==> src/rtl/i2s_rx_multiline.sv <==
// ============================================================================
// Module      : i2s_rx_multiline
// Description : Multi-line I2S receiver. NUM_LINES serial data lines share one
//               SCK/WS pair; a word of programmable length is captured from
//               every enabled line on each WS half-frame. Capture re-aligns to
//               WS on every half-frame, so the word may be shorter than the
//               slot. Completed words go into a shadow bank and are drained
//               one per cycle, lowest line first, on a valid/ready stream.
//               All logic runs on posedge sck_i.
// Options     : `define I2S_RX_SIGN_EXT_EN adds cfg_sign_ext_i, which
//               sign-extends each word from bit cfg_wlen_i when the bank is
//               loaded. Without the macro, words are zero-extended.
// Ports       : sck_i, rstn_i        bit clock, async active-low reset
//               i2s_sd_i, i2s_ws_i   serial data (one bit per line), WS
//               cfg_*                enable, line count-1, word length-1,
//                                    LSB-first select (stable while IDLE)
//               data_*               output word stream (valid/ready)
//               overrun_o            pulse: undrained words overwritten
//               sync_err_o           pulse: WS edge arrived mid-word
//               active_o             capture FSM not in IDLE
// Revision    : 1.0 - initial release
// ============================================================================
`default_nettype none

module i2s_rx_multiline #(
    parameter int NUM_LINES = 4,
    parameter int DATA_W    = 32,
    parameter int LINE_W    = (NUM_LINES > 1) ? $clog2(NUM_LINES) : 1,
    parameter int WLEN_W    = $clog2(DATA_W)
) (
    input  logic                 sck_i,
    input  logic                 rstn_i,
    input  logic [NUM_LINES-1:0] i2s_sd_i,
    input  logic                 i2s_ws_i,
    input  logic                 cfg_en_i,
    input  logic [LINE_W:0]      cfg_nlines_i,
    input  logic [WLEN_W-1:0]    cfg_wlen_i,
    input  logic                 cfg_lsb_first_i,
`ifdef I2S_RX_SIGN_EXT_EN
    input  logic                 cfg_sign_ext_i,
`endif
    output logic [DATA_W-1:0]    data_o,
    output logic [LINE_W-1:0]    data_line_o,
    output logic                 data_side_o,
    output logic                 data_valid_o,
    input  logic                 data_ready_i,
    output logic                 overrun_o,
    output logic                 sync_err_o,
    output logic                 active_o
);

    // Bit counter is one bit wider than the word-length field so that it can
    // hold cfg_wlen_i + 1 after the final bit without wrapping.
    localparam int CNT_W = WLEN_W + 1;

    localparam logic [LINE_W:0]   c_last_line = (LINE_W+1)'(NUM_LINES - 1);
    localparam logic [DATA_W-1:0] c_one       = DATA_W'(1);

    typedef enum logic [1:0] {
        S_IDLE    = 2'd0,
        S_WAIT    = 2'd1,
        S_CAPTURE = 2'd2
    } state_t;

    state_t              r_state;
    state_t              w_state_nxt;
    logic                r_ws_q;
    logic                r_edge_q;
    logic [CNT_W-1:0]    r_count;
    logic                r_side;
    logic                r_bank_side;
    logic [NUM_LINES-1:0] r_pending;
    logic                r_overrun;
    logic                r_sync_err;

    logic [DATA_W-1:0]   r_shift     [NUM_LINES];
    logic [DATA_W-1:0]   r_bank      [NUM_LINES];
    logic [DATA_W-1:0]   w_shift_nxt [NUM_LINES];
    logic [DATA_W-1:0]   w_bank_nxt  [NUM_LINES];

    logic                w_ws_edge;
    logic                w_busy;
    logic                w_abort;
    logic                w_start;
    logic                w_sample;
    logic                w_done;
    logic                w_sync_err;
    logic [CNT_W-1:0]    w_bit_idx;
    logic [LINE_W:0]     w_nl_eff;
    logic [NUM_LINES-1:0] w_active;
    logic [DATA_W-1:0]   w_top;
    logic [DATA_W-1:0]   w_keep;
    logic                w_sext_en;
    logic [LINE_W-1:0]   w_sel;
    logic                w_fire;
    logic [NUM_LINES-1:0] w_clr_mask;
    logic [NUM_LINES-1:0] w_pend_left;

`ifdef I2S_RX_SIGN_EXT_EN
    assign w_sext_en = cfg_sign_ext_i;
`else
    assign w_sext_en = 1'b0;
`endif

    // ------------------------------------------------------------------
    // WS edge detection. r_edge_q marks the cycle carrying bit 0 of a word.
    // ------------------------------------------------------------------
    assign w_ws_edge = i2s_ws_i ^ r_ws_q;

    // ------------------------------------------------------------------
    // Capture control
    // ------------------------------------------------------------------
    assign w_busy     = (r_state == S_WAIT) || (r_state == S_CAPTURE);
    assign w_abort    = w_busy & w_ws_edge & ~cfg_en_i;
    // Bit 0 of a new word: from WAIT normally, or from CAPTURE when the
    // previous word was cut short by a WS edge.
    assign w_start    = w_busy & r_edge_q & ~w_abort;
    assign w_sample   = w_start | ((r_state == S_CAPTURE) & ~w_abort);
    // In CAPTURE the current word is never yet complete, so an edge here
    // always means a truncated word.
    assign w_sync_err = (r_state == S_CAPTURE) & r_edge_q & ~w_abort;
    assign w_bit_idx  = w_start ? '0 : r_count;
    assign w_done     = w_sample & (w_bit_idx == {1'b0, cfg_wlen_i});

    always_comb begin
        w_state_nxt = r_state;
        case (r_state)
            S_IDLE: begin
                if (w_ws_edge && cfg_en_i) begin
                    w_state_nxt = S_WAIT;
                end
            end
            S_WAIT, S_CAPTURE: begin
                if (w_abort) begin
                    w_state_nxt = S_IDLE;
                end else if (w_sample) begin
                    w_state_nxt = w_done ? S_WAIT : S_CAPTURE;
                end
            end
            default: w_state_nxt = S_IDLE;
        endcase
    end

    always_ff @(posedge sck_i or negedge rstn_i) begin
        if (!rstn_i) begin
            r_state    <= S_IDLE;
            r_ws_q     <= 1'b0;
            r_edge_q   <= 1'b0;
            r_count    <= '0;
            r_side     <= 1'b0;
            r_sync_err <= 1'b0;
        end else begin
            r_state    <= w_state_nxt;
            r_ws_q     <= i2s_ws_i;
            r_edge_q   <= w_ws_edge;
            r_sync_err <= w_sync_err;
            if (w_sample) begin
                r_count <= w_bit_idx + CNT_W'(1);
            end
            if (w_start) begin
                r_side <= r_ws_q;
            end
        end
    end

    // ------------------------------------------------------------------
    // Active line mask; out-of-range line counts clamp to the last line.
    // Mask of bits [cfg_wlen_i:0] used for sign extension.
    // ------------------------------------------------------------------
    assign w_nl_eff = (cfg_nlines_i > c_last_line) ? c_last_line : cfg_nlines_i;
    assign w_top    = c_one << cfg_wlen_i;
    assign w_keep   = w_top | (w_top - c_one);

    // ------------------------------------------------------------------
    // Per-line shift register and shadow bank slot
    // ------------------------------------------------------------------
    generate
        for (genvar gi = 0; gi < NUM_LINES; gi++) begin : g_line
            logic [DATA_W-1:0] w_base;
            logic              w_sext_bit;

            assign w_active[gi] = ((LINE_W+1)'(gi) <= w_nl_eff);
            // Clearing the base at bit 0 keeps the word right-aligned in
            // both bit orders with zeros above the last received bit.
            assign w_base = w_start ? '0 : r_shift[gi];
            assign w_shift_nxt[gi] = cfg_lsb_first_i
                ? (w_base | ({{(DATA_W-1){1'b0}}, i2s_sd_i[gi]} << w_bit_idx))
                : {w_base[DATA_W-2:0], i2s_sd_i[gi]};
            assign w_sext_bit = w_sext_en & w_shift_nxt[gi][cfg_wlen_i];
            assign w_bank_nxt[gi] = w_shift_nxt[gi]
                                  | ({DATA_W{w_sext_bit}} & ~w_keep);

            always_ff @(posedge sck_i or negedge rstn_i) begin
                if (!rstn_i) begin
                    r_shift[gi] <= '0;
                    r_bank[gi]  <= '0;
                end else begin
                    if (w_sample && w_active[gi]) begin
                        r_shift[gi] <= w_shift_nxt[gi];
                    end
                    if (w_done && w_active[gi]) begin
                        r_bank[gi] <= w_bank_nxt[gi];
                    end
                end
            end
        end
    endgenerate

    // ------------------------------------------------------------------
    // Output stream: lowest pending line is presented first.
    // ------------------------------------------------------------------
    always_comb begin
        w_sel = '0;
        for (int i = NUM_LINES - 1; i >= 0; i--) begin
            if (r_pending[i]) begin
                w_sel = LINE_W'(i);
            end
        end
    end

    assign w_fire      = (|r_pending) & data_ready_i;
    assign w_clr_mask  = NUM_LINES'(w_fire) << w_sel;
    // Words still unsent after this cycle's handshake; non-empty at a word
    // completion means those words are about to be overwritten.
    assign w_pend_left = r_pending & ~w_clr_mask;

    always_ff @(posedge sck_i or negedge rstn_i) begin
        if (!rstn_i) begin
            r_pending   <= '0;
            r_bank_side <= 1'b0;
            r_overrun   <= 1'b0;
        end else begin
            if (w_done) begin
                r_pending   <= w_active;
                // Side latched in the same cycle for single-bit words.
                r_bank_side <= w_start ? r_ws_q : r_side;
                r_overrun   <= |w_pend_left;
            end else begin
                r_pending   <= w_pend_left;
                r_overrun   <= 1'b0;
            end
        end
    end

    assign data_o       = r_bank[w_sel];
    assign data_line_o  = w_sel;
    assign data_side_o  = r_bank_side;
    assign data_valid_o = |r_pending;
    assign overrun_o    = r_overrun;
    assign sync_err_o   = r_sync_err;
    assign active_o     = (r_state != S_IDLE);

endmodule

`default_nettype wire

==> config.mk <==
export PLATFORM = sky130hd
export DESIGN_NAME = i2s_rx_multiline
export DESIGN_NICKNAME = d
export VERILOG_FILES = /design/src/rtl/i2s_rx_multiline.sv
export SDC_FILE = /design/constraint.sdc
export NUM_CORES = 1
export LEC_CHECK = 0
export ABC_AREA = 1
export CORE_MARGIN = 1
export CORE_UTILIZATION = 50
export DETAILED_ROUTE_END_ITERATION = 6
export GPL_TIMING_DRIVEN = 0
export PLACE_DENSITY = 0.69
export SETUP_SLACK_MARGIN = 0.05
export SYNTH_ARGS = -nofsm -noshare
export SYNTH_HDL_FRONTEND = slang
export SYNTH_SLANG_ARGS = --single-unit
==> constraint.sdc <==
create_clock -name sck_i -period 6.85 [get_ports sck_i]
set_input_delay 1.37 -clock sck_i [delete_from_list [all_inputs] [get_ports sck_i]]
set_output_delay 1.37 -clock sck_i [all_outputs]
set_load 0.05 [all_outputs]
==> results.json <==
{
  "maxCapViolations": 0,
  "min_path_cells": 2,
  "tritoncts": "done",
  "finalCriticalPeriod_ps": 5352,
  "muxShareOfSynthArea_pct": 0,
  "reg2reg_to": "r_shift[78]",
  "worstHoldEndpoint": "r_bank[51]",
  "crit_top_cell": "clkbuf_1",
  "grt_pass1_vias": 14880,
  "synth_top_family_by_area": "simple AND/OR/NAND/NOR gates",
  "port_buffers": 55,
  "via_per_inst": 5.746,
  "wl_met2_um": 27000,
  "synth_edf_count": 0,
  "cpPeakStageDelay_ps": 830,
  "clock-root-buffer": "clkbuf_16",
  "switching_share_pct": 50.39,
  "critPathLaunchType": "register",
  "cp.arrival_ps": 3980,
  "power.switching_uw": 4487,
  "rrSetupSlack_ps": 3430,
  "pwr-share-seq_pct": 29.9,
  "total_power_uw": 8904,
  "die-area_sq_mm": 0.03096,
  "postCtsHoldBufs": 0,
  "num_vias": 15670,
  "synth-adder-area-share_pct": 0.2481,
  "min_path_type": "register to register",
  "overflow": 0,
  "crit_type": "register to primary output",
  "avgRoutedWirePerCell_um": 23.24,
  "route.met3.wl_um": 6549,
  "finalSetupViolations": 0,
  "clock_latency_ps": 570,
  "crit_buf_inv": 4,
  "cp-end-kind": "primary output",
  "coreArea_sq_mm": 0.02972,
  "dp.final_hpwl_um": 47680,
  "synth_fp_nets": 2246,
  "fin_nets": 2335,
  "numCtsBuffers": 30,
  "yosys_warnings": 0,
  "cp.required_ps": 5480,
  "drt_iter0_drc": 2272,
  "rsz0062_at_grt": "no",
  "skew_ps": 25.28,
  "hold-worst-slack_ps": 471.1,
  "drive_gt1_share_pct": 5.477,
  "synth_xor_area_share_pct": 0.05788,
  "async_flop_share_pct": 100.0,
  "diodes": 0,
  "die_w_um": 176.0,
  "post-route-period-util_pct": 78.13,
  "p_int_uw": 4417,
  "die_y_um": 176.0,
  "maxSlewHeadroom_pct": 29.63,
  "tightest_slew_ps": 1056,
  "post-cts-setup-buffers": 0,
  "power_density_mw_per_mm2": 518.0,
  "grt_pass1_wl_um": 93090,
  "mostFrequentLayoutCell": "nand2_1",
  "cts_sinks": 274,
  "fin_util_pct": 57.84,
  "path_cells": "inv_1 > o21ai_0 > nand2_1 > clkbuf_1 > clkbuf_1 > nor2_1 > o22ai_1 > clkdlybuf4s50_1",
  "cts_max_level": 1,
  "synth_cells": 2225,
  "synth_area_sq_mm": 0.01513,
  "synthFlopType": "dfrtp_1",
  "floorplan.initialDensity_pct": 50.92,
  "yosys.area_share.simple_pct": 35.24,
  "routabilityCongestion": 1.036,
  "r2r_start": "r_state[0]",
  "row_count": 63,
  "hold_violations": 0,
  "drtPass1Iterations": 6,
  "track_usage_pct": 41.46,
  "cp_top_family": "buffers and inverters",
  "critPathMaxFanout": 10,
  "min_from": "r_bank[51]",
  "ios": 57,
  "r2r_cells": 14,
  "pwr-share-comb_pct": 52.0,
  "antenna_found_initial": 1,
  "clk_pin_slew_ps": 60,
  "p_leak_uw": 0.008555,
  "cts.repair.resized": 0,
  "postRouteAntennaNets": 0,
  "grt_max_degree": 113,
  "final-max-slew-violation-count": 0,
  "drc": 0,
  "ys_seq_area_share_pct": 45.32,
  "wirelength_um": 63380,
  "vdd_drop_max_mv": 0.3391,
  "outcome": "finished, final reports clean",
  "wl_met1_um": 25390,
  "cts_buffer_depth": 3,
  "synth_cell_types": 34,
  "final_cell_mix": "nand2_1 (813), nor2_1 (375), dfrtp_1 (274)",
  "cp_slowest_cell": "clkdlybuf4s50_1",
  "avgSynthCellArea_sq_um": 6.800,
  "fmax_ghz": 0.1868,
  "routed.top_layer": "met5",
  "ys_ff_latch": 274,
  "synth_compound_area_share_pct": 11.38,
  "p_clk_share_pct": 18.0,
  "areaGrowthSynthToFinish_pct": 13.59
}
==> cells in the mapped netlist (11+ instances only) <==
library cell    n  share of area, %
a21oi_1       127               4.2
buf_1          11              0.27
buf_2          31               1.0
clkbuf_1       86               2.1
dfrtp_1       274                45
inv_1         120               3.0
nand2_1       813                20
nand3_1       100               3.3
nand4_1        15              0.62
nor2_1        375               9.3
nor3_1         13              0.43
o21ai_0       154               5.1
o22ai_1        34               1.4
==> flip-flops by register name (all words and copies together), names as in the netlist <==
| signal | count |
|---|---|
| r_pending | 4 |
| r_side | 1 |
| r_bank | 128 |
| r_ws_q | 1 |
| r_state | 2 |
| r_shift | 128 |
| data_side_o | 1 |
| r_count | 6 |
| overrun_o | 1 |
| r_edge_q | 1 |
| sync_err_o | 1 |
==> stage by stage <==
step                setup WS [ps]  instance area, sq um  setup TNS (ps)  std cells
floorplan                    3054                 15130               0       2225
global placement            -7518                 16170        -2048760       2670
detailed placement           2144                 16230               0       2672
CTS                          1550                 17190               0       2727
global route                 1401                 17190               0       2727
finish                       1498                 17190               0       2727
==> cell families after synthesis <==
kind of cell | Yosys count
AO/OA/AOI/OAI | 332
XOR/XNOR | 1
adder cells (fa/ha/maj) | 3
buffers and inverters | 275
flip-flops | 274
AND/OR/NAND/NOR | 1340
==> how the worst max path moves through the flow <==
stage / startpoint / endpoint / cells past startpoint
6_report: r_pending[1] / data_o[27] / 8
3_3_place_gp: rstn_i / r_shift[25] / 1
5_1_grt: r_pending[1] / data_o[27] / 8
4_1_cts: r_pending[1] / data_o[27] / 8
2_1_floorplan: r_pending[2] / data_o[16] / 7
3_5_place_dp: r_pending[1] / data_o[27] / 8
==> power by group through the flow <==
stage / Clock [uW] / Sequential [uW] / Combinational, uW
2_1_floorplan: 0 / 2540 / 2930
3_3_place_gp: 0 / 2660 / 4430
3_5_place_dp: 0 / 2660 / 4480
4_1_cts: 1600 / 2650 / 4500
5_1_grt: 1670 / 2720 / 4960
6_report: 1600 / 2670 / 4630
==> worst min-delay path, stage by stage (launching register included) <==
cell     delay (ps)
dfrtp_1         330
nand2_1          60
nand2_1          50
==> routing by layer <==
metal	vias up	GRT usage [%]
met3	219	9.044
met4	2	25.83
li1	7187	-
met5	-	0
met2	927	61.56
met1	7334	55.15
==> layout make-up <==
class	count	area, sq um
Multi-Input combinational cell	1676	7099
Clock inverter	8	42.54
Timing Repair Buffer	57	610.6
Sequential cell	274	6857
Clock buffer	47	915.9
Buffer	146	688.2
Tap cell	390	488.0
Fill cell	2888	12530
Inverter	129	486.7
Note: power is estimated with default switching activity, not from simulation.
